`src/rtl/nixie_pkg.sv`:
```
// Segment encodings, internal digit codes and helpers shared by the scan driver
// and its binary-to-BCD converter.
package nixie_pkg;

    // Active-low segment patterns {a,b,c,d,e,f,g,dp}; dp (bit 0) left dark here.
    localparam logic [7:0] SEG_DIGIT [0:9] = '{
        8'h03, 8'h9F, 8'h25, 8'h0D, 8'h99,
        8'h49, 8'h41, 8'h1F, 8'h01, 8'h09
    };
    localparam logic [7:0] SEG_BLANK = 8'hFF;
    localparam logic [7:0] SEG_DASH  = 8'hFD;

    localparam logic [3:0] BCD_BLANK = 4'hF;
    localparam logic [3:0] BCD_DASH  = 4'hE;

    typedef enum logic [1:0] {
        CONV_IDLE,
        CONV_SHIFT,
        CONV_COMMIT
    } conv_state_e;

    function automatic logic [63:0] pow10(input int n);
        logic [63:0] p;
        p = 64'd1;
        for (int k = 0; k < n; k++) begin
            p = p * 64'd10;
        end
        return p;
    endfunction

    function automatic logic [7:0] bcd_to_seg(input logic [3:0] code, input logic dp);
        logic [7:0] s;
        s = SEG_BLANK;
        for (int k = 0; k < 10; k++) begin
            if (code == 4'(k)) begin
                s = SEG_DIGIT[k];
            end
        end
        if (code == BCD_DASH) begin
            s = SEG_DASH;
        end
        // A blank digit never shows a lone decimal point.
        if (dp && (code != BCD_BLANK)) begin
            s[0] = 1'b0;
        end
        return s;
    endfunction

endpackage

```
`src/rtl/nixie_bin2bcd.sv`:
```
// Sequential double-dabble converter: captures a binary value on start, shifts one
// bit per cycle, then presents BCD digits and an overflow flag for one done cycle.
module nixie_bin2bcd #(
    parameter int VAL_W  = 14,
    parameter int DIGITS = 4
) (
    input  logic                  clk,
    input  logic                  rst_n,
    input  logic                  start_i,
    input  logic [VAL_W-1:0]      value_i,
    output logic                  busy_o,
    output logic                  done_o,
    output logic [DIGITS*4-1:0]   bcd_o,
    output logic                  ovf_o
);
    import nixie_pkg::*;

    localparam int BCD_W = DIGITS * 4;
    localparam int CNT_W = $clog2(VAL_W + 1);
    localparam logic [CNT_W-1:0] LAST_BIT = CNT_W'(VAL_W - 1);
    localparam logic [63:0] MAX_VAL = pow10(DIGITS) - 64'd1;

    conv_state_e        state_q, state_d;
    logic [CNT_W-1:0]   cnt_q, cnt_d;
    logic [VAL_W-1:0]   bin_q, bin_d;
    logic [BCD_W-1:0]   bcd_q, bcd_d;
    logic               ovf_q, ovf_d;
    logic [BCD_W-1:0]   bcd_adj;

    // Add-3 correction on every nibble that would reach 10 or more after the shift.
    for (genvar gi = 0; gi < DIGITS; gi++) begin : g_adj
        assign bcd_adj[4*gi +: 4] = (bcd_q[4*gi +: 4] >= 4'd5) ?
                                    (bcd_q[4*gi +: 4] + 4'd3) : bcd_q[4*gi +: 4];
    end

    always_comb begin
        state_d = state_q;
        cnt_d   = cnt_q;
        bin_d   = bin_q;
        bcd_d   = bcd_q;
        ovf_d   = ovf_q;
        unique case (state_q)
            CONV_IDLE: begin
                if (start_i) begin
                    bin_d   = value_i;
                    bcd_d   = '0;
                    cnt_d   = '0;
                    ovf_d   = (64'(value_i) > MAX_VAL);
                    state_d = CONV_SHIFT;
                end
            end
            CONV_SHIFT: begin
                bcd_d = {bcd_adj[BCD_W-2:0], bin_q[VAL_W-1]};
                bin_d = bin_q << 1;
                cnt_d = cnt_q + CNT_W'(1);
                if (cnt_q == LAST_BIT) begin
                    state_d = CONV_COMMIT;
                end
            end
            CONV_COMMIT: begin
                state_d = CONV_IDLE;
            end
            default: begin
                state_d = CONV_IDLE;
            end
        endcase
    end

    always_ff @(posedge clk or negedge rst_n) begin
        if (!rst_n) begin
            state_q <= CONV_IDLE;
            cnt_q   <= '0;
            bin_q   <= '0;
            bcd_q   <= '0;
            ovf_q   <= 1'b0;
        end else begin
            state_q <= state_d;
            cnt_q   <= cnt_d;
            bin_q   <= bin_d;
            bcd_q   <= bcd_d;
            ovf_q   <= ovf_d;
        end
    end

    assign busy_o = (state_q != CONV_IDLE);
    assign done_o = (state_q == CONV_COMMIT);
    assign bcd_o  = bcd_q;
    assign ovf_o  = ovf_q;

endmodule

```
`src/rtl/nixie_scan_driver.sv`:
```
// Multiplexed seven-segment driver: holds committed digits, applies leading-zero
// blanking and decimal points, and scans one digit per slot with a ghost gap.
module nixie_scan_driver #(
    parameter int DIGITS   = 4,
    parameter int VAL_W    = 14,
    parameter int SCAN_DIV = 50000,
    parameter int GHOST    = 16
) (
    input  logic                 clk,
    input  logic                 rst_n,
    input  logic [VAL_W-1:0]     value_i,
    input  logic                 load_i,
    input  logic                 blank_lz_i,
    input  logic [DIGITS-1:0]    dp_en_i,
    output logic [7:0]           seg_o,
    output logic [DIGITS-1:0]    dig_sel_o,
    output logic                 busy_o,
    output logic                 ovf_o
);
    import nixie_pkg::*;

    localparam int CNT_W  = $clog2(SCAN_DIV);
    localparam int SLOT_W = (DIGITS > 1) ? $clog2(DIGITS) : 1;
    localparam logic [CNT_W-1:0]  LAST_CNT  = CNT_W'(SCAN_DIV - 1);
    localparam logic [CNT_W-1:0]  GHOST_C   = CNT_W'(GHOST);
    localparam logic [SLOT_W-1:0] LAST_SLOT = SLOT_W'(DIGITS - 1);

    logic                   conv_busy;
    logic                   conv_done;
    logic                   conv_ovf;
    logic [DIGITS*4-1:0]    conv_bcd;

    logic [3:0]             digit_q [DIGITS];
    logic                   ovf_q;
    logic [CNT_W-1:0]       cnt_q, cnt_d;
    logic [SLOT_W-1:0]      slot_q, slot_d;
    logic [7:0]             seg_q, seg_d;
    logic [DIGITS-1:0]      dig_sel_q, dig_sel_d;
    logic [DIGITS-1:0]      blank_mask;
    logic [7:0]             render_seg [DIGITS];

    nixie_bin2bcd #(
        .VAL_W  (VAL_W),
        .DIGITS (DIGITS)
    ) u_bin2bcd (
        .clk     (clk),
        .rst_n   (rst_n),
        .start_i (load_i),
        .value_i (value_i),
        .busy_o  (conv_busy),
        .done_o  (conv_done),
        .bcd_o   (conv_bcd),
        .ovf_o   (conv_ovf)
    );

    always_ff @(posedge clk or negedge rst_n) begin
        if (!rst_n) begin
            for (int i = 0; i < DIGITS; i++) begin
                digit_q[i] <= BCD_BLANK;
            end
            ovf_q <= 1'b0;
        end else if (conv_done) begin
            for (int i = 0; i < DIGITS; i++) begin
                digit_q[i] <= conv_ovf ? BCD_DASH : conv_bcd[4*i +: 4];
            end
            ovf_q <= conv_ovf;
        end
    end

    // Walk down from the top digit; the zero run ends at the first nonzero digit
    // or at any digit whose decimal point is lit.
    always_comb begin
        logic run;
        run        = 1'b1;
        blank_mask = '0;
        for (int i = DIGITS - 1; i >= 0; i--) begin
            run           = run && (digit_q[i] == 4'd0) && !dp_en_i[i];
            blank_mask[i] = blank_lz_i && run && (i != 0);
        end
    end

    for (genvar gi = 0; gi < DIGITS; gi++) begin : g_render
        assign render_seg[gi] = bcd_to_seg(blank_mask[gi] ? BCD_BLANK : digit_q[gi],
                                           dp_en_i[gi] && !ovf_q);
    end

    always_comb begin
        cnt_d     = (cnt_q == LAST_CNT) ? '0 : (cnt_q + CNT_W'(1));
        slot_d    = slot_q;
        seg_d     = SEG_BLANK;
        dig_sel_d = '1;
        if (cnt_q == LAST_CNT) begin
            slot_d = (slot_q == LAST_SLOT) ? '0 : (slot_q + SLOT_W'(1));
        end
        if (cnt_q >= GHOST_C) begin
            seg_d     = render_seg[slot_q];
            dig_sel_d = ~(DIGITS'(1) << slot_q);
        end
    end

    always_ff @(posedge clk or negedge rst_n) begin
        if (!rst_n) begin
            cnt_q     <= '0;
            slot_q    <= '0;
            seg_q     <= SEG_BLANK;
            dig_sel_q <= '1;
        end else begin
            cnt_q     <= cnt_d;
            slot_q    <= slot_d;
            seg_q     <= seg_d;
            dig_sel_q <= dig_sel_d;
        end
    end

    assign seg_o     = seg_q;
    assign dig_sel_o = dig_sel_q;
    assign busy_o    = conv_busy;
    assign ovf_o     = ovf_q;

endmodule

```
`config.mk`:
```
export PLATFORM = sky130hd
export DESIGN_NAME = nixie_scan_driver
export DESIGN_NICKNAME = d
export VERILOG_FILES = /design/src/rtl/nixie_pkg.sv /design/src/rtl/nixie_bin2bcd.sv /design/src/rtl/nixie_scan_driver.sv
export SDC_FILE = /design/constraint.sdc
export NUM_CORES = 1
export LEC_CHECK = 0
export BUFFER_PORTS_ARGS = -buffer_cell sky130_fd_sc_hd__clkbuf_2
export CAP_MARGIN = 20
export CORE_MARGIN = 8
export CORE_UTILIZATION = 40
export DETAILED_ROUTE_END_ITERATION = 8
export PLACE_DENSITY = 0.63
export SYNTH_ARGS = -nofsm -noshare
export SYNTH_HDL_FRONTEND = slang
export SYNTH_SLANG_ARGS = --single-unit
```
`constraint.sdc`:
```
create_clock -name clk -period 2.47 [get_ports clk]
set_input_delay 0.247 -clock clk [delete_from_list [all_inputs] [get_ports clk]]
set_output_delay 0.247 -clock clk [all_outputs]
set_load 0.01 [all_outputs]
```
==> results of run 1 <==
[repair_timing]
item / CTS / global route
hold buffers: 1 / 0
hold endpoints to repair: 15 / 0
gates resized for setup: 0 / 0
[synthesized netlist by cell type (all sizes together), types with 6 or more instances]
cell	count
buf	7
dfstp	28
a21oi	22
o211ai	8
xor2	10
mux2i	6
ha	16
dfrtp	56
nand3	31
nand2	74
nor3	12
o31ai	10
a22oi	13
clkbuf	33
nor2	48
o21ai	39
nand4	9
xnor2	17
inv	18
nand2b	8
nor2b	6
[layer usage]
| metal | track usage (%) | up-vias | wire length (um) |
|---|---|---|---|
| met3 | 4.25 | 20 | 545 |
| met5 | 0 | - | 0 |
| met4 | 5.23 | 0 | 247 |
| met1 | 19.0 | 1801 | 5180 |
| li1 | - | 1912 | - |
| met2 | 21.1 | 111 | 4610 |
[state kept, by name, indices dropped and copies added (netlist names)]
name,flops
cnt_q,16
dig_sel_o,4
digit_q,16
ovf_o,1
seg_o,8
slot_q,2
u_bin2bcd.bcd_o,16
u_bin2bcd.bin_q,14
u_bin2bcd.cnt_q,4
u_bin2bcd.ovf_o,1
u_bin2bcd.state_q,2
[kinds of logic after synthesis]
family	share of synthesized area, %
AOI/OAI and AO/OA	18.9
xor gates and xnor gates	4.98
adders and majority gates	4.21
buffers and inverters	4.77
DFF	45.0
muxes	1.74
and+or+nand+nor	20.4
[tightest hold or removal path: stages]
cell	delay [ns]
clkbuf_2	0.07
nand2_1	0.03
o21ai_0	0.06
[cell type report]
| class | count | area [um2] | share of cell area, % |
|---|---|---|---|
| Timing Repair Buffer | 49 | 298 | 5.55 |
| Inverter | 18 | 67.6 | 1.26 |
| Tap cell | 147 | 184 | 3.42 |
| Multi-Input combinational cell | 388 | 2390 | 44.5 |
| Sequential cell | 84 | 2140 | 39.8 |
| Clock buffer | 12 | 246 | 4.59 |
| Clock inverter | 4 | 50.0 | 0.932 |
[report_power, final]
group / internal [mW] / switching (mW) / total, mW
clock: 0.810 / 0.543 / 1.35
combinational: 0.893 / 1.07 / 1.96
sequential: 1.86 / 0.526 / 2.38
total: 3.56 / 2.14 / 5.69
[worst min-delay path by stage]
| stage | cells past startpoint | endpoint | startpoint |
|---|---|---|---|
| global route | 3 | u_bin2bcd.bin_q[0] | value_i[0] |
| detailed placement | 1 | slot_q[0] | rst_n |
| finish | 3 | u_bin2bcd.bin_q[0] | value_i[0] |
| floorplan | 0 | cnt_q[0] | rst_n |
| CTS | 3 | u_bin2bcd.bin_q[0] | value_i[0] |
| global placement | 1 | slot_q[0] | rst_n |
[layout by cell type, fill, tap and decap left out, types with 5 or more instances in the layout]
cell type / count
clkbuf_16: 9
xor2_1: 10
dfrtp_1: 56
a22oi_1: 13
o31ai_1: 10
clkbuf_2: 34
nor2_1: 48
o211ai_1: 7
a21oi_1: 22
nor3_1: 11
dfstp_2: 28
nand3_1: 31
ha_1: 16
nand2b_1: 8
xnor2_1: 17
mux2i_1: 6
nand4_1: 9
o21ai_0: 39
a32o_1: 5
nor2b_1: 6
inv_1: 18
o22ai_1: 5
buf_4: 13
nand2_1: 74
==> flow_summary.json, run 1 <==
{
  "status": "finished, final reports clean",
  "track_usage_pct": 14.2,
  "rows": 40,
  "synth_area_per_cell_um2": 8.96,
  "io_buffers": 35,
  "syn_to_final_growth_pct": 13.0,
  "tightest_slew_ns": 0.599,
  "post_cts_buffers": 0,
  "worst-path-buf-inv": 0,
  "placed_cells": 685,
  "tns_ns": 0,
  "syn_area_um2": 4750,
  "drtIter0Drc": 311,
  "worstSetupEndpointType": "flop",
  "ys_seq_area_share_pct": 45.0,
  "dp_hpwl_um": 7540,
  "synth_edf_count": 0,
  "drt-pass1-iter-count": 6,
  "cts_buffers": 9,
  "grt_pass1_vias": 3713,
  "nNetsFinal": 588,
  "yosys.area.top_type": "dfrtp_1",
  "cts.path.max_buffers": 2,
  "synth_top_cell_area_share_pct": 29.5,
  "synthTopCellsByArea": "dfrtp_1, dfstp_2, nand2_1",
  "crit_required_ns": 2.74,
  "cts_tree": "done",
  "syn-num-nets": 568,
  "fillers": 1137,
  "timing.fmax_mhz": 507,
  "critPathSlowestCell": "or4_4",
  "maxCapViolations": 0,
  "die-area_um2": 15600,
  "cts_root_buffer": "clkbuf_16",
  "die_w_um": 125,
  "r2r-start": "digit_q[0]",
  "skew_ns": 0.00501,
  "cp.depth": 5,
  "initial_core_util_pct": 40.2,
  "powerDensity_nw_per_um2": 1060,
  "setup_viol_count_final": 0,
  "crit_fanout": 15,
  "max_stage_delay_ns": 0.59,
  "whs_ns": 0.111,
  "ys_ff_latch": 84,
  "p_leak_nw": 2.34,
  "place_congestion": 0.828,
  "dpl_worst_slack_ns": 0.515,
  "vias": 3844,
  "fin_crit_sh_pct": 79.9,
  "fin_area_um2": 5370,
  "path_class": "reg2reg",
  "setup_slack_ns": 0.496,
  "fin_crit_ns": 1.97,
  "via_per_inst": 5.48,
  "placed_area_um2": 5060,
  "endpoint": "seg_o[5]",
  "die_h_um": 125,
  "drc_errors": 0,
  "core_um2": 11800,
  "hold_path.class": "in2reg",
  "async_reset_ff_share_pct": 100,
  "io_pins": 36,
  "final_max_slew_viol_count": 0,
  "final_util_pct": 45.5,
  "crit_family": "simple AND/OR/NAND/NOR gates",
  "path_clk_slew_ns": 0.06,
  "ys_types": 58,
  "hold_violations": 0,
  "clock_latency_ns": 0.34,
  "grt_overflow": 0,
  "drt-total-wl_um": 10600,
  "synth_cells": 530,
  "fin_cells": 702,
  "rsz0062_at_grt": "no",
  "crit_path_start": "digit_q[0]",
  "reg2regPathDepth": 5,
  "antennaDiodeCount": 0,
  "grt_max_degree": 38,
  "antenna_found_initial": 0,
  "slew_headroom_pct": 60.1,
  "rrSetupSlack_ns": 0.50,
  "cts_sinks": 84,
  "ys.warnings.count": 0,
  "drive_gt1_share_pct": 18.2,
  "worstPathCellList": "or4_4, nor3_4, a41oi_4, a221o_1, o211ai_2",
  "finalPower_mw": 5.69,
  "wl_per_cell_um": 15.1,
  "htreeDepth": 3,
  "critPathLaunchType": "flop",
  "peakVddDrop_mv": 0.807,
  "reg2reg_to": "seg_o[5]",
  "ant_nets": 0,
  "yosys_most_used_dff": "dfrtp_1",
  "crit_arrival_ns": 2.24,
  "grt_pass1_wl_um": 18400
}
Note: power is estimated with default switching activity, not from simulation.
==> run 2: changes to the inputs <==
Clock period 2.47 ns to 2 ns, I/O delays scaled along.
==> run 2 against run 1 <==
Effect of this change:
- first-iteration DRC count grew 0.96%
- final area grew 0.26%
- sequential share of layout area shrank 0.10 points
- sequential power grew 21%
- critical path type unchanged
==> flow_summary.json, run 2 (same netlist as run 1, synthesis figures left out) <==
{
  "placed_area_um2": 5080,
  "grt_max_degree": 48,
  "core_um2": 11800,
  "powerDensity_nw_per_um2": 1300,
  "fin_crit_sh_pct": 94.0,
  "critPathLaunchType": "flop",
  "vias": 3857,
  "drtIter0Drc": 314,
  "fin_area_um2": 5380,
  "wl_per_cell_um": 14.6,
  "crit_required_ns": 2.28,
  "grt_pass1_vias": 3684,
  "die-area_um2": 15600,
  "grt_pass1_wl_um": 17700,
  "final_cell_mix": "nand2_1, dfrtp_1, nor2_1, o21ai_0, clkbuf_2",
  "worstPathCellList": "or4_4, nor3_4, a41oi_4, a221oi_2, a311o_1",
  "rsz0062_at_grt": "no",
  "power.share.clock_pct": 23.7,
  "mostFrequentLayoutCell": "nand2_1",
  "antennaDiodeCount": 0,
  "rows": 40,
  "hold_violations": 0,
  "io_buffers": 35,
  "maxCapViolations": 0,
  "max_stage_delay_ns": 0.56,
  "fillers": 1108,
  "cts.path.max_buffers": 2,
  "pwr-share-comb_pct": 35.1,
  "crit_arrival_ns": 2.16,
  "ant_nets": 0,
  "cts_buffers": 9,
  "cts_root_buffer": "clkbuf_16",
  "drive_gt1_share_pct": 18.7,
  "highest_layer": "met4",
  "initial_core_util_pct": 40.2,
  "htreeDepth": 3,
  "final_util_pct": 45.6,
  "tightest_slew_ns": 0.847,
  "crit_fanout": 8,
  "clock_latency_ns": 0.34,
  "wl_met2_um": 4560,
  "place_congestion": 0.867,
  "final_max_slew_viol_count": 0,
  "status": "finished, final reports clean",
  "cts_tree": "done",
  "power_switching_mw": 2.62,
  "cts_resized": 0,
  "worstSetupEndpointType": "flop",
  "tns_ns": 0,
  "path_class": "reg2reg",
  "die_w_um": 125,
  "path_clk_slew_ns": 0.06,
  "syn_to_final_growth_pct": 13.3,
  "grt_overflow": 0,
  "drt-total-wl_um": 10300,
  "internal_power_mw": 4.39,
  "timing.fmax_mhz": 532,
  "hold_path.class": "in2reg",
  "wl_met3_um": 527,
  "critPathSlowestCell": "or4_4",
  "io_pins": 36,
  "fin_crit_ns": 1.88,
  "switching_share_pct": 37.3,
  "skew_ns": 0.00448,
  "dp_hpwl_um": 7210,
  "crit_family": "simple AND/OR/NAND/NOR gates",
  "wl_met1_um": 5040,
  "nNetsFinal": 590,
  "track_usage_pct": 13.7,
  "cts_sinks": 84,
  "die_h_um": 125,
  "antenna_found_initial": 0,
  "drt-pass1-iter-count": 6,
  "setup_viol_count_final": 0,
  "via_per_inst": 5.48,
  "slew_headroom_pct": 43.3,
  "power.share.sequential_pct": 41.3,
  "drc_errors": 0,
  "p_leak_nw": 2.35,
  "worst-path-buf-inv": 0,
  "peakVddDrop_mv": 0.775
}
-- run 2: routing by layer --
metal | GRT usage [%] | vias to the layer above
met5 | 0 | -
met4 | 4.66 | 0
met3 | 4.42 | 20
met2 | 20.4 | 120
met1 | 18.2 | 1804
li1 | - | 1913
-- run 2: worst paths after layout --
check | start | end | slack [ns] | cells past startpoint
max | digit_q[1] | seg_o[3] | 0.12 | 5
min | value_i[0] | u_bin2bcd.bin_q[0] | 0.07 | 3
max reg2reg | digit_q[1] | seg_o[3] | 0.12 | 5
min reg2reg | u_bin2bcd.bin_q[11] | u_bin2bcd.bin_q[11] | 0.48 | 2
max in group asynchronous | rst_n | digit_q[6] | 0.97 | 3
min in group asynchronous | rst_n | slot_q[1] | 0.39 | 2
-- run 2: cell type report --
cell class | instances | area (um2) | share of cell area [%]
clock inverter | 5 | 52.6 | 0.976
clock buffer | 11 | 243 | 4.51
multi-input combinational | 388 | 2390 | 44.3
timing repair buffer | 51 | 313 | 5.81
tap | 147 | 184 | 3.42
inverter | 18 | 67.6 | 1.25
sequential | 84 | 2140 | 39.7
-- run 2: per-stage QoR --
stage | setup WS (ns) | power (mW) | cells | hold WS (ns)
6_report | 0.119 | 7.01 | 704 | 0.0714
5_1_grt | 0.0450 | 7.61 | 704 | 0.0749
4_1_cts | 0.118 | 7.07 | 704 | 0.0602
3_5_place_dp | 0.133 | 5.37 | 687 | 0.213
3_3_place_gp | 0.157 | 5.28 | 687 | 0.211
2_1_floorplan | 0.141 | 4.72 | 530 | -0.0956
-- run 2: what timing repair did --
action,4_1_cts,5_1_grt
buffers inserted,0,0
hold endpoints to repair,21,0
hold buffers,1,0
-- run 2: power groups by stage --
| stage | Combinational (mW) | Sequential, mW | Clock (mW) |
|---|---|---|---|
| 2_1_floorplan | 2.10 | 2.62 | 0 |
| 3_3_place_gp | 2.41 | 2.87 | 0 |
| 3_5_place_dp | 2.47 | 2.91 | 0 |
| 4_1_cts | 2.48 | 2.88 | 1.71 |
| 5_1_grt | 2.83 | 2.99 | 1.79 |
| 6_report | 2.46 | 2.89 | 1.66 |
-- run 2: tightest hold or removal path, delay by kind of cell --
kind	cells	cell delay (ns)
compound gates	1	0.06
simple gates	1	0.04
buf+inv	1	0.08
==> run 3: changes to the inputs <==
Clock period 2 ns to 2.1 ns, I/O delays scaled along.
==> run 3 against run 2 <==
Effect of this change:
- non-clock buffer count did not move
- largest cell class unchanged
- wire length rose by 3.0%
- die area did not move
- setup slack improved by 0.073 ns
- clock power fell by 11%
- hold slack improved by 0.028 ns
- register-to-register slack improved by 0.07 ns
- via count rose by 0.47%
==> flow_summary.json, run 3 (same netlist as run 1, synthesis figures left out) <==
{
  "status": "finished, final reports clean",
  "path_clk_slew_ns": 0.06,
  "critPathLaunchType": "flop",
  "cts_tree": "done",
  "tightest_slew_ns": 0.839,
  "cts_buffers": 9,
  "antennaDiodeCount": 0,
  "hold_violations": 0,
  "fillers": 1145,
  "fin_crit_sh_pct": 90.8,
  "core_um2": 11800,
  "crit_required_ns": 2.38,
  "die_w_um": 125,
  "grt_overflow": 0,
  "via_per_inst": 5.50,
  "die_h_um": 125,
  "drive_gt1_share_pct": 18.7,
  "cts.path.max_buffers": 2,
  "p_leak_nw": 2.34,
  "worstSetupEndpointType": "flop",
  "mostFrequentLayoutCell": "nand2_1",
  "path_class": "reg2reg",
  "placed_area_um2": 5080,
  "grt_pass1_vias": 3685,
  "final_max_slew_viol_count": 0,
  "initial_core_util_pct": 40.2,
  "clock_latency_ns": 0.34,
  "drt-pass1-iter-count": 5,
  "final_cell_mix": "nand2_1, dfrtp_1, nor2_1, o21ai_0, clkbuf_2",
  "timing.fmax_mhz": 524,
  "cts_root_buffer": "clkbuf_16",
  "nNetsFinal": 590,
  "place_congestion": 0.864,
  "peakVddDrop_mv": 1.17,
  "rows": 40,
  "finalPower_mw": 6.59,
  "hold_path.class": "in2reg",
  "crit_fanout": 15,
  "drc_errors": 0,
  "rsz0062_at_grt": "no",
  "fin_area_um2": 5370,
  "io_buffers": 35,
  "dp_hpwl_um": 7410,
  "htreeDepth": 3,
  "reg2regPathDepth": 5,
  "drt-total-wl_um": 10600,
  "crit_arrival_ns": 2.18,
  "tns_ns": 0,
  "io_pins": 36,
  "grt_pass1_wl_um": 18200,
  "final_util_pct": 45.5,
  "vias": 3875,
  "track_usage_pct": 14.0,
  "syn_to_final_growth_pct": 13.0,
  "powerDensity_nw_per_um2": 1230,
  "whs_ns": 0.0992,
  "setup_viol_count_final": 0,
  "maxCapViolations": 0,
  "cts_sinks": 84,
  "holdPathStages": 3,
  "antenna_found_initial": 0,
  "wl_per_cell_um": 15.1,
  "slew_headroom_pct": 43.9,
  "fin_crit_ns": 1.91,
  "grt_max_degree": 54,
  "ant_nets": 0,
  "skew_ns": 0.00474,
  "drtIter0Drc": 388,
  "die-area_um2": 15600
}
-- run 3: cell count changes in the layout (fill, tap and decap cells not counted), sizes merged --
| cell | delta |
|---|---|
| clkinvlp | +1 |
| bufinv | -1 |
-- run 3: final timing paths --
path,startpoint,to,slack [ns]
setup reg to reg,digit_q[2],seg_o[3],0.19
max in group asynchronous,rst_n,digit_q[4],1.08
hold reg to reg,u_bin2bcd.bin_q[3],u_bin2bcd.bin_q[3],0.48
setup / recovery,digit_q[2],seg_o[3],0.19
hold / removal,value_i[3],u_bin2bcd.bin_q[3],0.1
min in group asynchronous,rst_n,slot_q[0],0.36
-- run 3: report_power, final --
group / leakage (nW) / switching (mW) / internal, mW
Clock: 0.132 / 0.649 / 0.835
Sequential: 1.01 / 0.588 / 2.18
Combinational: 1.20 / 1.30 / 1.03
-- run 3: final cells by class --
class	count	area [um2]	share of cell area [%]
Multi-Input combinational cell	388	2390	44.5
Sequential cell	84	2140	39.8
Timing Repair Buffer	51	313	5.83
Clock buffer	11	243	4.52
Tap cell	147	184	3.43
Inverter	18	67.6	1.26
Clock inverter	5	37.5	0.699
-- run 3: layer usage --
| metal | global-route usage (%) | vias up | share of wire [%] | wire, um |
|---|---|---|---|---|
| li1 | - | 1920 | - | - |
| met1 | 18.9 | 1834 | 47 | 5030 |
| met2 | 20.7 | 102 | 46 | 4830 |
| met3 | 3.87 | 19 | 5.0 | 528 |
| met4 | 5.44 | 0 | 2.0 | 211 |
| met5 | 0 | - | 0 | 0 |
-- run 3: repair_timing --
action | in CTS | in global routing
resized for setup | 0 | 0
hold buffers | 1 | 0
buffers inserted | 0 | 0
hold endpoints to repair | 15 | 0
-- run 3: worst max-delay path, cell delays in order, from the launching register on --
cell	delay, ns
dfstp_2	0.44
or4_4	0.54
nor3_4	0.23
a41oi_4	0.18
a221oi_2	0.29
a311o_1	0.16
-- run 3: through the flow --
| step | instances | setup slack [ns] |
|---|---|---|
| floorplan | 530 | 0.241 |
| finish | 704 | 0.193 |
| global route | 704 | 0.107 |
| CTS | 704 | 0.184 |
| detailed placement | 687 | 0.205 |
| global placement | 687 | 0.234 |
